### src/rtl/fp_result_wb.sv
// fp_result_wb: FP unit writeback stage.
//   Each FP result is registered behind a valid/ready handshake. Single-precision
//   results are NaN-boxed into 64 bits when captured. A 2-entry buffer (head plus
//   skid) lets the stage absorb one result while the register file stalls. The
//   exception flags of each committed result are ORed into the sticky fflags CSR.
// Optional feature macro: FP_CANON_NAN_EN
//   When defined, any NaN result is replaced by the canonical NaN at capture.
//   When undefined, NaN payloads pass through unchanged; only NaN-boxing is applied.
module fp_result_wb #(
    parameter int DATA_WIDTH = 64,
    parameter int FLAG_WIDTH = 5,
    parameter int RD_WIDTH   = 5
) (
    input  logic                  in_clk,
    input  logic                  in_rst_n,
    input  logic                  in_valid,
    output logic                  out_ready,
    input  logic [DATA_WIDTH-1:0] in_data,
    input  logic                  in_fmt,
    input  logic [FLAG_WIDTH-1:0] in_flags,
    input  logic [RD_WIDTH-1:0]   in_rd,
    output logic                  out_valid,
    input  logic                  in_ready,
    output logic [DATA_WIDTH-1:0] out_data,
    output logic [RD_WIDTH-1:0]   out_rd,
    output logic [FLAG_WIDTH-1:0] out_flags,
    input  logic                  in_flush,
    input  logic                  in_csr_we,
    input  logic [FLAG_WIDTH-1:0] in_csr_wdata,
    output logic [FLAG_WIDTH-1:0] out_fflags
);

    // Capture transform: NaN-box singles, optionally canonicalise NaNs.
    function automatic logic [63:0] capture_data(input logic [63:0] data, input logic fmt);
        logic [63:0] res;
`ifdef FP_CANON_NAN_EN
        if (fmt) begin
            if ((data[30:23] == 8'hFF) && (data[22:0] != 23'd0)) begin
                res = {32'hFFFF_FFFF, 32'h7FC0_0000};
            end else begin
                res = {32'hFFFF_FFFF, data[31:0]};
            end
        end else begin
            if ((data[62:52] == 11'h7FF) && (data[51:0] != 52'd0)) begin
                res = 64'h7FF8_0000_0000_0000;
            end else begin
                res = data;
            end
        end
`else
        if (fmt) begin
            res = {32'hFFFF_FFFF, data[31:0]};
        end else begin
            res = data;
        end
`endif
        return res;
    endfunction

    // Head entry (drives the outputs directly), skid entry, ready and sticky flags.
    logic                  head_valid_r;
    logic [DATA_WIDTH-1:0] head_data_r;
    logic [RD_WIDTH-1:0]   head_rd_r;
    logic [FLAG_WIDTH-1:0] head_flags_r;
    logic                  skid_valid_r;
    logic [DATA_WIDTH-1:0] skid_data_r;
    logic [RD_WIDTH-1:0]   skid_rd_r;
    logic [FLAG_WIDTH-1:0] skid_flags_r;
    logic                  ready_r;
    logic [FLAG_WIDTH-1:0] fflags_r;

    // Next-state values.
    logic                  head_valid_nxt_s;
    logic [DATA_WIDTH-1:0] head_data_nxt_s;
    logic [RD_WIDTH-1:0]   head_rd_nxt_s;
    logic [FLAG_WIDTH-1:0] head_flags_nxt_s;
    logic                  skid_valid_nxt_s;
    logic [DATA_WIDTH-1:0] skid_data_nxt_s;
    logic [RD_WIDTH-1:0]   skid_rd_nxt_s;
    logic [FLAG_WIDTH-1:0] skid_flags_nxt_s;
    logic                  ready_nxt_s;
    logic [FLAG_WIDTH-1:0] fflags_nxt_s;

    logic                  accept_s;
    logic                  commit_s;
    logic [DATA_WIDTH-1:0] cap_data_s;
    logic [FLAG_WIDTH-1:0] fflags_base_s;
    logic [FLAG_WIDTH-1:0] commit_flags_s;

    // Handshake decode and transformed capture data.
    always_comb begin
        accept_s   = in_valid & ready_r;
        commit_s   = head_valid_r & in_ready;
        cap_data_s = capture_data(in_data, in_fmt);
    end

    // fflags: CSR write first, then OR in the committing result's flags.
    always_comb begin
        fflags_base_s  = fflags_r;
        commit_flags_s = {FLAG_WIDTH{1'b0}};
        if (in_csr_we) begin
            fflags_base_s = in_csr_wdata;
        end else begin
            fflags_base_s = fflags_r;
        end
        if (commit_s && !in_flush) begin
            commit_flags_s = head_flags_r;
        end else begin
            commit_flags_s = {FLAG_WIDTH{1'b0}};
        end
        fflags_nxt_s = fflags_base_s | commit_flags_s;
    end

    // Buffer movement: flush beats commit and accept; otherwise FIFO order head->skid.
    always_comb begin
        head_valid_nxt_s = head_valid_r;
        head_data_nxt_s  = head_data_r;
        head_rd_nxt_s    = head_rd_r;
        head_flags_nxt_s = head_flags_r;
        skid_valid_nxt_s = skid_valid_r;
        skid_data_nxt_s  = skid_data_r;
        skid_rd_nxt_s    = skid_rd_r;
        skid_flags_nxt_s = skid_flags_r;
        ready_nxt_s      = ready_r;
        if (in_flush) begin
            head_valid_nxt_s = 1'b0;
            skid_valid_nxt_s = 1'b0;
            ready_nxt_s      = 1'b1;
        end else begin
            case ({commit_s, skid_valid_r, accept_s})
                // Commit with skid occupied: skid advances to head. Accept cannot
                // coincide because ready is low whenever skid is occupied.
                3'b110, 3'b111: begin
                    head_valid_nxt_s = 1'b1;
                    head_data_nxt_s  = skid_data_r;
                    head_rd_nxt_s    = skid_rd_r;
                    head_flags_nxt_s = skid_flags_r;
                    skid_valid_nxt_s = 1'b0;
                    ready_nxt_s      = 1'b1;
                end
                // Commit and accept with skid empty: new result replaces head, no bubble.
                3'b101: begin
                    head_valid_nxt_s = 1'b1;
                    head_data_nxt_s  = cap_data_s;
                    head_rd_nxt_s    = in_rd;
                    head_flags_nxt_s = in_flags;
                end
                // Commit only: head drains, outputs hold their last value.
                3'b100: begin
                    head_valid_nxt_s = 1'b0;
                end
                // Accept only: fill head if empty, else park in skid and stall upstream.
                3'b001: begin
                    if (head_valid_r) begin
                        skid_valid_nxt_s = 1'b1;
                        skid_data_nxt_s  = cap_data_s;
                        skid_rd_nxt_s    = in_rd;
                        skid_flags_nxt_s = in_flags;
                        ready_nxt_s      = 1'b0;
                    end else begin
                        head_valid_nxt_s = 1'b1;
                        head_data_nxt_s  = cap_data_s;
                        head_rd_nxt_s    = in_rd;
                        head_flags_nxt_s = in_flags;
                    end
                end
                default: begin
                    head_valid_nxt_s = head_valid_r;
                    skid_valid_nxt_s = skid_valid_r;
                    ready_nxt_s      = ready_r;
                end
            endcase
        end
    end

    // State registers with synchronous active-low reset.
    always_ff @(posedge in_clk) begin
        if (!in_rst_n) begin
            head_valid_r <= 1'b0;
            head_data_r  <= {DATA_WIDTH{1'b0}};
            head_rd_r    <= {RD_WIDTH{1'b0}};
            head_flags_r <= {FLAG_WIDTH{1'b0}};
            skid_valid_r <= 1'b0;
            skid_data_r  <= {DATA_WIDTH{1'b0}};
            skid_rd_r    <= {RD_WIDTH{1'b0}};
            skid_flags_r <= {FLAG_WIDTH{1'b0}};
            ready_r      <= 1'b1;
            fflags_r     <= {FLAG_WIDTH{1'b0}};
        end else begin
            head_valid_r <= head_valid_nxt_s;
            head_data_r  <= head_data_nxt_s;
            head_rd_r    <= head_rd_nxt_s;
            head_flags_r <= head_flags_nxt_s;
            skid_valid_r <= skid_valid_nxt_s;
            skid_data_r  <= skid_data_nxt_s;
            skid_rd_r    <= skid_rd_nxt_s;
            skid_flags_r <= skid_flags_nxt_s;
            ready_r      <= ready_nxt_s;
            fflags_r     <= fflags_nxt_s;
        end
    end

    assign out_ready  = ready_r;
    assign out_valid  = head_valid_r;
    assign out_data   = head_data_r;
    assign out_rd     = head_rd_r;
    assign out_flags  = head_flags_r;
    assign out_fflags = fflags_r;

endmodule

### config.mk
export PLATFORM = sky130hd
export DESIGN_NAME = fp_result_wb
export DESIGN_NICKNAME = d
export VERILOG_FILES = /design/src/rtl/fp_result_wb.sv
export SDC_FILE = /design/constraint.sdc
export NUM_CORES = 1
export LEC_CHECK = 0
export ABC_AREA = 1
export CAP_MARGIN = 40
export CORE_MARGIN = 1
export CORE_UTILIZATION = 30
export DETAILED_ROUTE_END_ITERATION = 12
export GPL_ROUTABILITY_DRIVEN = 0
export PLACE_DENSITY = 0.54
export SLEW_MARGIN = 20
export SYNTH_ARGS = -nofsm -noshare
export SYNTH_HDL_FRONTEND = slang
export SYNTH_SLANG_ARGS = --single-unit
### constraint.sdc
create_clock -name in_clk -period 3.1 [get_ports in_clk]
set_input_delay 0.31 -clock in_clk [delete_from_list [all_inputs] [get_ports in_clk]]
set_output_delay 0.31 -clock in_clk [all_outputs]
set_load 0.01 [all_outputs]
# After elaboration in Yosys (flattened, before gate mapping)
# Cells that the tools add are included.
[totals] regBits=156 latchBits=0 mem_bits_rw=0 rom_bits=0 inputBits=86 elab_cells=47 memories=0
[classes] n_addsub=0 n_mul=0 div_mod_pow=0 magnitude_cmp=0 eq_ne=7 n_shift=0 muxes=14 bitwise=5 reduce_logical=11
[ops] op="64-bit case mux with 3 select lines" count=1
[ops] op="64-bit 2-to-1 mux" count=2
[ops] op="5-bit case mux with 3 select lines" count=2
[ops] op="5-bit 2-to-1 mux" count=4
[ops] op="3-bit equality test, second input constant" count=4
[ops] op="1-bit case mux with 2 select lines" count=3
[ops] op="3-bit AND reduction" count=2
[ops] op="5-bit OR" count=1
[ops] op="2-bit inequality test, second input constant" count=2
[ops] op="2-bit nonzero test" count=2
[ops] op="2-bit OR reduction" count=2
[ops] op="4-bit OR reduction" count=1
[ops] op="3-bit by 1-bit equality test with 1-bit output, second input constant" count=1
[ops] op="3-bit nonzero test" count=1
[ops] op="1-bit bitwise AND" count=2
[ops] op="1-bit 2-to-1 mux" count=2
[ops] op="1-bit inverter" count=2
[ops] op="2-bit AND reduction" count=1
[ops] op="1-bit logical AND" count=1
[ops] op="1-bit logical NOT" count=1

# Depth between registers and ports, before layout
[logic_depth] word_depth=5 depth_mapped=9 depth_no_buf=7

# Least setup slack after synthesis
# Ideal clock, no wire load.
[synth_timing] path_type="register to register" from="reg ready_r, in the netlist out_ready" to="reg head_data_r[0], in the netlist out_data[0]" setup_time_ns=0.113 arrival_time_ns=1.237 t_required_ns=2.987 path_slack_ns=1.751 path_stages_with_launch=8 n_path_buf=2 synth_period_minus_slack_ns=1.349 path_cell_list="dfxtp_1 -> nand2_1 -> nor2_4 -> buf_4 -> clkbuf_1 -> o21ai_0 -> nor2_1 -> nor2_1"
[synth_via] elab_chain_len=5 word_cells_on_any_way=10 classes_between="eq/ne: 5; mux: 1; bitwise: 1; reduce/logical: 3"
[synth_rtl] element="start: declaration" line="69" rtl="logic ready_r;"
[synth_rtl] element="start signal: assignment" line="198" rtl="ready_r <= ready_nxt_s;"
[synth_rtl] element="1-bit bitwise AND *" line="92" rtl="accept_s = in_valid & ready_r;"
[synth_rtl] element="3-bit equality test" line="130" rtl="case ({commit_s, skid_valid_r, accept_s})"
[synth_rtl] element="2-bit OR reduction" line="130"
[synth_rtl] element="3-bit nonzero test (no source line)"
[synth_rtl] element="3-bit AND reduction (no source line)"
[synth_rtl] element="end signal: assignment" line="180" rtl="head_data_r <= {DATA_WIDTH{1'b0}};"
[synth_rtl] element="end signal: assignment" line="191" rtl="head_data_r <= head_data_nxt_s;"
[synth_rtl] element="end: declaration" line="62" rtl="logic [DATA_WIDTH-1:0] head_data_r;"
# Every way passes the cells marked *; elsewhere a longest branch is shown, timed or not.
# A chain may end at the register's enable or synchronous reset.

# Worst setup path after layout
[layout_timing] from="reg head_valid_r, in the netlist out_valid" to="reg skid_data_r[4]"
[layout_via] elab_chain_len=3
[layout_rtl] element="start: declaration" line="61" rtl="logic head_valid_r;"
[layout_rtl] element="start signal: assignment" line="190" rtl="head_valid_r <= head_valid_nxt_s;"
[layout_rtl] element="1-bit bitwise AND" line="93" rtl="commit_s = head_valid_r & in_ready;"
[layout_rtl] element="3-bit by 1-bit equality test with 1-bit output" line="130"
[layout_rtl] element="3-bit AND reduction (no source line) *"
[layout_rtl] element="end signal: assignment" line="184" rtl="skid_data_r <= {DATA_WIDTH{1'b0}};"
[layout_rtl] element="end signal: assignment" line="195" rtl="skid_data_r <= skid_data_nxt_s;"
[layout_rtl] element="end: declaration" line="66" rtl="logic [DATA_WIDTH-1:0] skid_data_r;"
# Marked as above.

==> results by group <==
Run status
  • Outcome: finished, final reports clean

Timing
  • Tcrit/Tclk final: 59.9%
  • Fmax: 0.539 GHz
  • Max Clock Skew: 0.0130 ns
  • RSZ-0062 raised after global routing: no
  • Hold Vio Cnt, Final: 0
  • Crit path time final: 1.86 ns
  • Setup violators final: 0
  • TNS Setup: 0 ns
  • Relative slew slack: 49.5%
  • Worst Max-Slew Pin Slew: 0.758 ns
  • Fin. max-slew vios: 0

Setup path
  • R2R depth: 7
  • CP Capture Type: register
  • Worst-path fanout max: 52
  • Data required, critical path: 3.45 ns
  • WS Path Type: reg2reg
  • Worst path arrival time: 2.21 ns
  • R2R Setup Slk: 1.24 ns
  • Nature of the critical path startpoint: register
  • Worst r2r src: out_valid
  • FF-to-FF End: skid_data_r[4]

Final layout
  • Diode count: 0
  • Core Util, Final: 40.9%
  • Final net count: 1393
  • Area growth syn-to-layout: 32.3%
  • Fraction of layout cells with a size suffix above 1: 5.83%
  • FILL cells: 2544

Clock network
  • Inserted Clock Buffers: 17
  • Post-CTS Setup Bufs: 0
  • CTS tree: yes
  • H-tree levels: 4
  • Clk_lat worst skew: 0.42 ns
  • CTS root buf: clkbuf_16
  • Hold bufs inserted after CTS: 0
  • Max Root-Sink Buffers: 2
  • Clk sinks: 156
  • CTS resizes: 0
  • Clock Pin Slew Worst Setup and Hold Paths: 0.06 ns

Routing
  • Drt wl/cell: 11.0 um
  • Router iterations before antenna repair: 4
  • Drc violations: 0
  • Vias: 6638
  • Via-per-instance ratio: 4.05
  • Final ANT Viol Nets: 0
  • Routed WL: 18.0 mm
  • DRT iter0 DRCs: 432

Die
  • Core ar.: 23800 sq um
  • Total Die Area: 25100 sq um
  • Row Count: 56
  • Die Wd: 158 um
  • Die Span Y: 158 um
  • I/O Pins: 167
  • Initial Utilization: 30.9%

Global routing
  • Initial antenna violation count: 0
  • Vias in the first global route: 5855
  • GRT Overall Usage: 14.9%
  • Largest net degree at the start of global routing: 149
  • First-pass GRT wire length: 29.3 mm
  • Grt ovf: 0

Synthesis
  • Avg Inst Size Synth: 6.21 sq um
  • Synth Area in Simple Gates: 38.1%
  • Synth cell types: 18
  • Post-synthesis sequential area ratio: 42.5%
  • Yosys synthesis warning count: 0
  • Post-Syn Area: 7340 sq um
  • Yosys top cell area share: 42.5%
  • Syn nets: 1268
  • Main combinational cell family by area after synthesis: simple AND/OR/NAND/NOR gates
  • Yosys reg bits: 156
  • Largest area contributor in the netlist: dfxtp_1
  • Mapped Cells: 1182
  • Post-synthesis mux area share: 0.681%
  • Synth Area in XOR/XNOR: 0%
  • Post-Synth Adder-Cell Area: 0%
  • Post-synthesis compound-gate area fraction: 5.55%
  • Top post-synthesis cells by area: dfxtp_1 43%, nand2_1 19%, nor2_1 15%, inv_1 7.8%, o21ai_0 5.1%

Min path
  • Hold path startpoint: in_rst_n
  • Hold path depth: 3
  • Worst hold path class: in2reg
  • Hold EP: out_fflags[0]

Job
  • Max-cap viol count: 0

Placement
  • I/O Buffers: 166
  • DP HPWL: 11.3 mm

Pwr
  • Worst vdd ir: 0.000288 V
  • P_leak: 4.82 nW
  • Pwr Density: 496 nW/um^2
  • Power, Total: 0.00482 W
## worst max-delay path: stages, from the launching register on
cell	delay, ns
dfxtp_1	0.38
inv_1	0.05
nor2_1	0.26
nand3_4	0.46
buf_12	0.38
nand2_1	0.08
nand2_1	0.04
nor2_1	0.11
## stage by stage
step           hold WS [ns]  setup WS [ns]  cells  instance area [sq um]
3_5_place_dp          0.479          0.822   1607                   9160
2_1_floorplan         0.441           1.75   1182                   7340
4_1_cts               0.306           1.19   1639                   9720
3_3_place_gp          0.475          0.854   1607                   9160
5_1_grt               0.315          0.985   1639                   9720
6_report              0.314           1.24   1639                   9720
## kinds of logic after synthesis
family,after synthesis
simple gates,718
buf+inv,222
flops,156
compound gates,81
mux,5
## Yosys cell counts
library cell,number
nand2_1,380
nor2_1,299
dfxtp_1,156
inv_1,153
o21ai_0,75
or2_2,32
clkbuf_1,28
buf_2,23
buf_6,11
buf_4,6
a21oi_1,5
mux2i_1,5
nand3_1,4
a21boi_0,1
buf_1,1
nand2_2,1
nand3_2,1
nor2_4,1
## placed cells by master, fill, tap and decap left out
cell             netlist  layout
nand2_1              380     380
nor2_1               299     299
clkdlybuf4s50_1        0     165
dfxtp_1              156     156
inv_1                153     153
o21ai_0               75      75
or2_2                 32      32
clkbuf_16              0      17
mux2i_1                5       5
a21oi_1                5       5
buf_4                  6       5
buf_12                 0       5
clkinv_2               0       4
clkinvlp_4             0       4
nand3_1                4       3
inv_6                  0       3
nand3_4                0       2
nor2_4                 1       1
nand2_2                1       1
a21boi_0               1       1
clkbuf_8               0       1
clkinv_4               0       1
clkbuf_1              28       1
bufinv_16              0       1
## report_power, final
group | total (W) | switching (W) | internal, W
logic | 0.000680 | 0.000342 | 0.000338
clock network | 0.00201 | 0.000876 | 0.00113
registers | 0.00213 | 0.0000435 | 0.00209
total | 0.00482 | 0.00126 | 0.00356
## layer usage
metal / vias to the layer above / wire length [um] / share of wire, % / track usage [%]
met4: 0 / 161 / 0.90 / 4.26
li1: 3690 / - / - / -
met3: 11 / 1040 / 5.8 / 4.41
met5: - / 0 / 0 / 0
met1: 2820 / 8710 / 48 / 18.9
met2: 117 / 8050 / 45 / 24.1
## flip-flops by register name (all words and copies together) (netlist names)
name and count:
out_fflags 5, skid_data_r 64, skid_valid_r 1, skid_rd_r 5, out_data 64, out_rd 5
out_valid 1, out_ready 1, skid_flags_r 5, out_flags 5
## how the worst max path moves through the flow
stage,startpoint,end,cells after the start,slack (ns)
6_report,out_valid,skid_data_r[4],7,1.24
3_5_place_dp,in_valid,out_data[1],7,0.82
3_3_place_gp,in_ready,skid_data_r[22],7,0.85
2_1_floorplan,out_ready,out_data[0],7,1.75
4_1_cts,out_valid,skid_data_r[25],7,1.19
5_1_grt,out_valid,skid_data_r[46],7,0.99
## layout make-up
| class | count | area (sq um) | area share [%] |
|---|---|---|---|
| Tap cell | 319 | 399 | 4.11 |
| Inverter | 153 | 574 | 5.91 |
| Clock inverter | 13 | 115 | 1.18 |
| Clock buffer | 19 | 443 | 4.56 |
| Timing Repair Buffer | 175 | 1790 | 18.4 |
| Sequential cell | 156 | 3120 | 32.1 |
| Multi-Input combinational cell | 804 | 3270 | 33.7 |
Note: power is estimated with default switching activity, not from simulation.
==> variant: new RTL, same flow settings <==
Put one more register stage on the output `out_fflags`. The value now appears one clock later. The other outputs are not delayed to match.
--- a/src/rtl/fp_result_wb.sv
+++ b/src/rtl/fp_result_wb.sv
@@ -205,7 +205,9 @@
     assign out_data   = head_data_r;
     assign out_rd     = head_rd_r;
     assign out_flags  = head_flags_r;
-    assign out_fflags = fflags_r;
+    always_ff @(posedge in_clk) begin
+        out_fflags <= fflags_r;
+    end
 
 endmodule
 
Function: changed (Yosys sat finds a counterexample within 4 cycles, from zero or initial values and one cycle with in_rst_n low).
==> variant against the original RTL <==
- power grew 1.7%
- worst setup slack gained 0.0012 ns
- sequential power grew 3%
- wire length grew 1.9%
- largest power group unchanged
- non-clock buffer count grew 3
- sequential cell count grew 5
- area after synthesis grew 0.97%
- design area grew 1.3%
- maximum frequency is essentially flat
- clock skew shrank 0.0020 ns
==> variant: results (changes against the original RTL) <==
[metrics] dominant register cell in the synthesized netlist: dfxtp_1
[metrics] final routed wire length divided by cell count: 11.1 um (+1.1%)
[metrics] critical path peak fanout: 38 (-27%)
[metrics] largest net degree at the start of global routing: 81 (-46%)
[metrics] count of final max-slew check failures: 0 (unchanged)
[metrics] number of CTS-inserted buffers: 17 (unchanged)
[metrics] standard cell area after detailed placement: 0.00929 mm2 (+1.4%)
[metrics] Yosys cell types: 18 (unchanged)
[metrics] Port-buffer cells: 166 (unchanged)
[metrics] ranking of synthesized cells by instance count: nand2_1 (380), nor2_1 (299), dfxtp_1 (161), inv_1 (153), o21ai_0 (75)
[metrics] first-iteration detailed-routing DRC count: 397 (-8.1%)
[metrics] Post-CTS Resized: 0 (unchanged)
[metrics] result of the run: complete, no violations
[metrics] post-CTS setup-driven buffer insertion count: 0 (unchanged)
[metrics] worst IR drop on VDD: 0.351 mV (+22%)
[metrics] power density over cell area: 498 mW/mm2 (+0.33%)
[metrics] static leakage: 0.00488 uW (+1.2%)
[metrics] portion of the post-synthesis area used by sequential elements: 0.435 (+0.00941)
[metrics] via count of the routed design: 6681 (+0.65%)
[metrics] number of optimization iterations in the first detailed-route pass: 4 (unchanged)
[metrics] category of the critical setup timing path: reg2reg
[metrics] clock-pin slew on the worst setup and hold paths: 0.06 ns (about the same)
[metrics] Layout Skew: 0.0110 ns (-0.00201 ns)
[metrics] fraction of synthesized cell area taken by the top area cell type: 0.435 (+0.00941)
[metrics] global-route wire length before repair: 30700 um (+4.7%)
[metrics] GR Util All Layers: 0.150 (+0.00168)
[metrics] worst-case clock buffer depth: 2 (unchanged)
[metrics] initial antenna violation count: 0 (unchanged)
[metrics] path type of the worst min-delay path: reg2reg
[metrics] net count of the mapped netlist: 1273 (+0.39%)
[metrics] total number of yosys warnings: 0 (unchanged)
[metrics] leading cell types by total area after synthesis: dfxtp_1 (43%), nand2_1 (19%), nor2_1 (15%)
[metrics] antenna diode instance count: 0 (unchanged)
[metrics] proportion of layout cells with a drive suffix above 1: 0.0610 (+0.00266)
[metrics] Filler Cells Inserted: 2620 (+3.0%)
[metrics] final global-route overflow total: 0 (unchanged)
[metrics] Antenna Violating Nets Remaining: 0 (unchanged)
[metrics] vias in the first global route: 6042 (+3.2%)
[metrics] Net count, final: 1401 (+0.57%)
[metrics] arrival time at the worst endpoint: 2.16 ns (-0.05 ns)
[metrics] detailed-placement wirelength estimate: 11700 um (+3.7%)
[metrics] CTS Root Buffer Type: clkbuf_16
[metrics] clock latency at the later pin of the worst-skew pair: 0.41 ns
[metrics] Post-synth ARST share: 0 (unchanged)
[metrics] Tightest Pin Transition: 0.677 ns (-0.0808 ns)
[metrics] number of H-tree branching levels: 4 (unchanged)
variant: report_power, final:
part | leakage, uW | internal, uW | switching, uW
clock | 0.000271 | 1110 | 900
combinational | 0.00330 | 339 | 343
sequential | 0.00131 | 2160 | 45.5
variant: kinds of logic (layout without fill, tap and decap cells):
family / Yosys count / after routing / share of synthesized area
AO/OA/AOI/OAI: 81 / 81 / 0.0550
multiplexers: 5 / 5 / 0.00675
buffers and inverters: 222 / 363 / 0.127
AND/OR/NAND/NOR: 718 / 718 / 0.377
flip-flops: 161 / 161 / 0.435
variant: worst max-delay path, stage by stage (launching register included):
cell,delay (ns)
dfxtp_1,0.38
inv_1,0.05
nor2_1,0.27
nand2_2,0.14
nand3_4,0.35
buf_4,0.35
nand2_1,0.08
nand2_1,0.06
nor2_1,0.04
variant: final cells by class:
class / instances / share of cell area
clock buffer: 17 / 0.0432
inverter: 153 / 0.0583
multi-input combinational: 804 / 0.333
clock inverter: 15 / 0.0135
timing repair buffer: 178 / 0.184
sequential: 161 / 0.327
tap: 324 / 0.0412
variant: worst paths after layout:
check | from | slack (ns) | cells after the start | to
max | out_valid | 1.24 | 8 | out_data[62]
max reg2reg | out_valid | 1.24 | 8 | out_data[62]
min reg2reg | fflags_r[3] | 0.34 | 0 | out_fflags[3]
min | fflags_r[3] | 0.34 | 0 | out_fflags[3]
variant: stage by stage:
stage | setup WS [ns] | cells
after detailed placement | 0.883 | 1620
after floorplan | 1.75 | 1187
after global routing | 1.03 | 1652
after global placement | 0.925 | 1620
after CTS | 1.24 | 1652
final | 1.24 | 1652
variant: routing by layer:
layer	GRT usage	vias to the layer above	routed length [um]
li1	-	3711	-
met1	0.194	2854	9060
met2	0.253	105	8390
met3	0.0297	11	657
met4	0.0433	0	188
met5	0	-	0
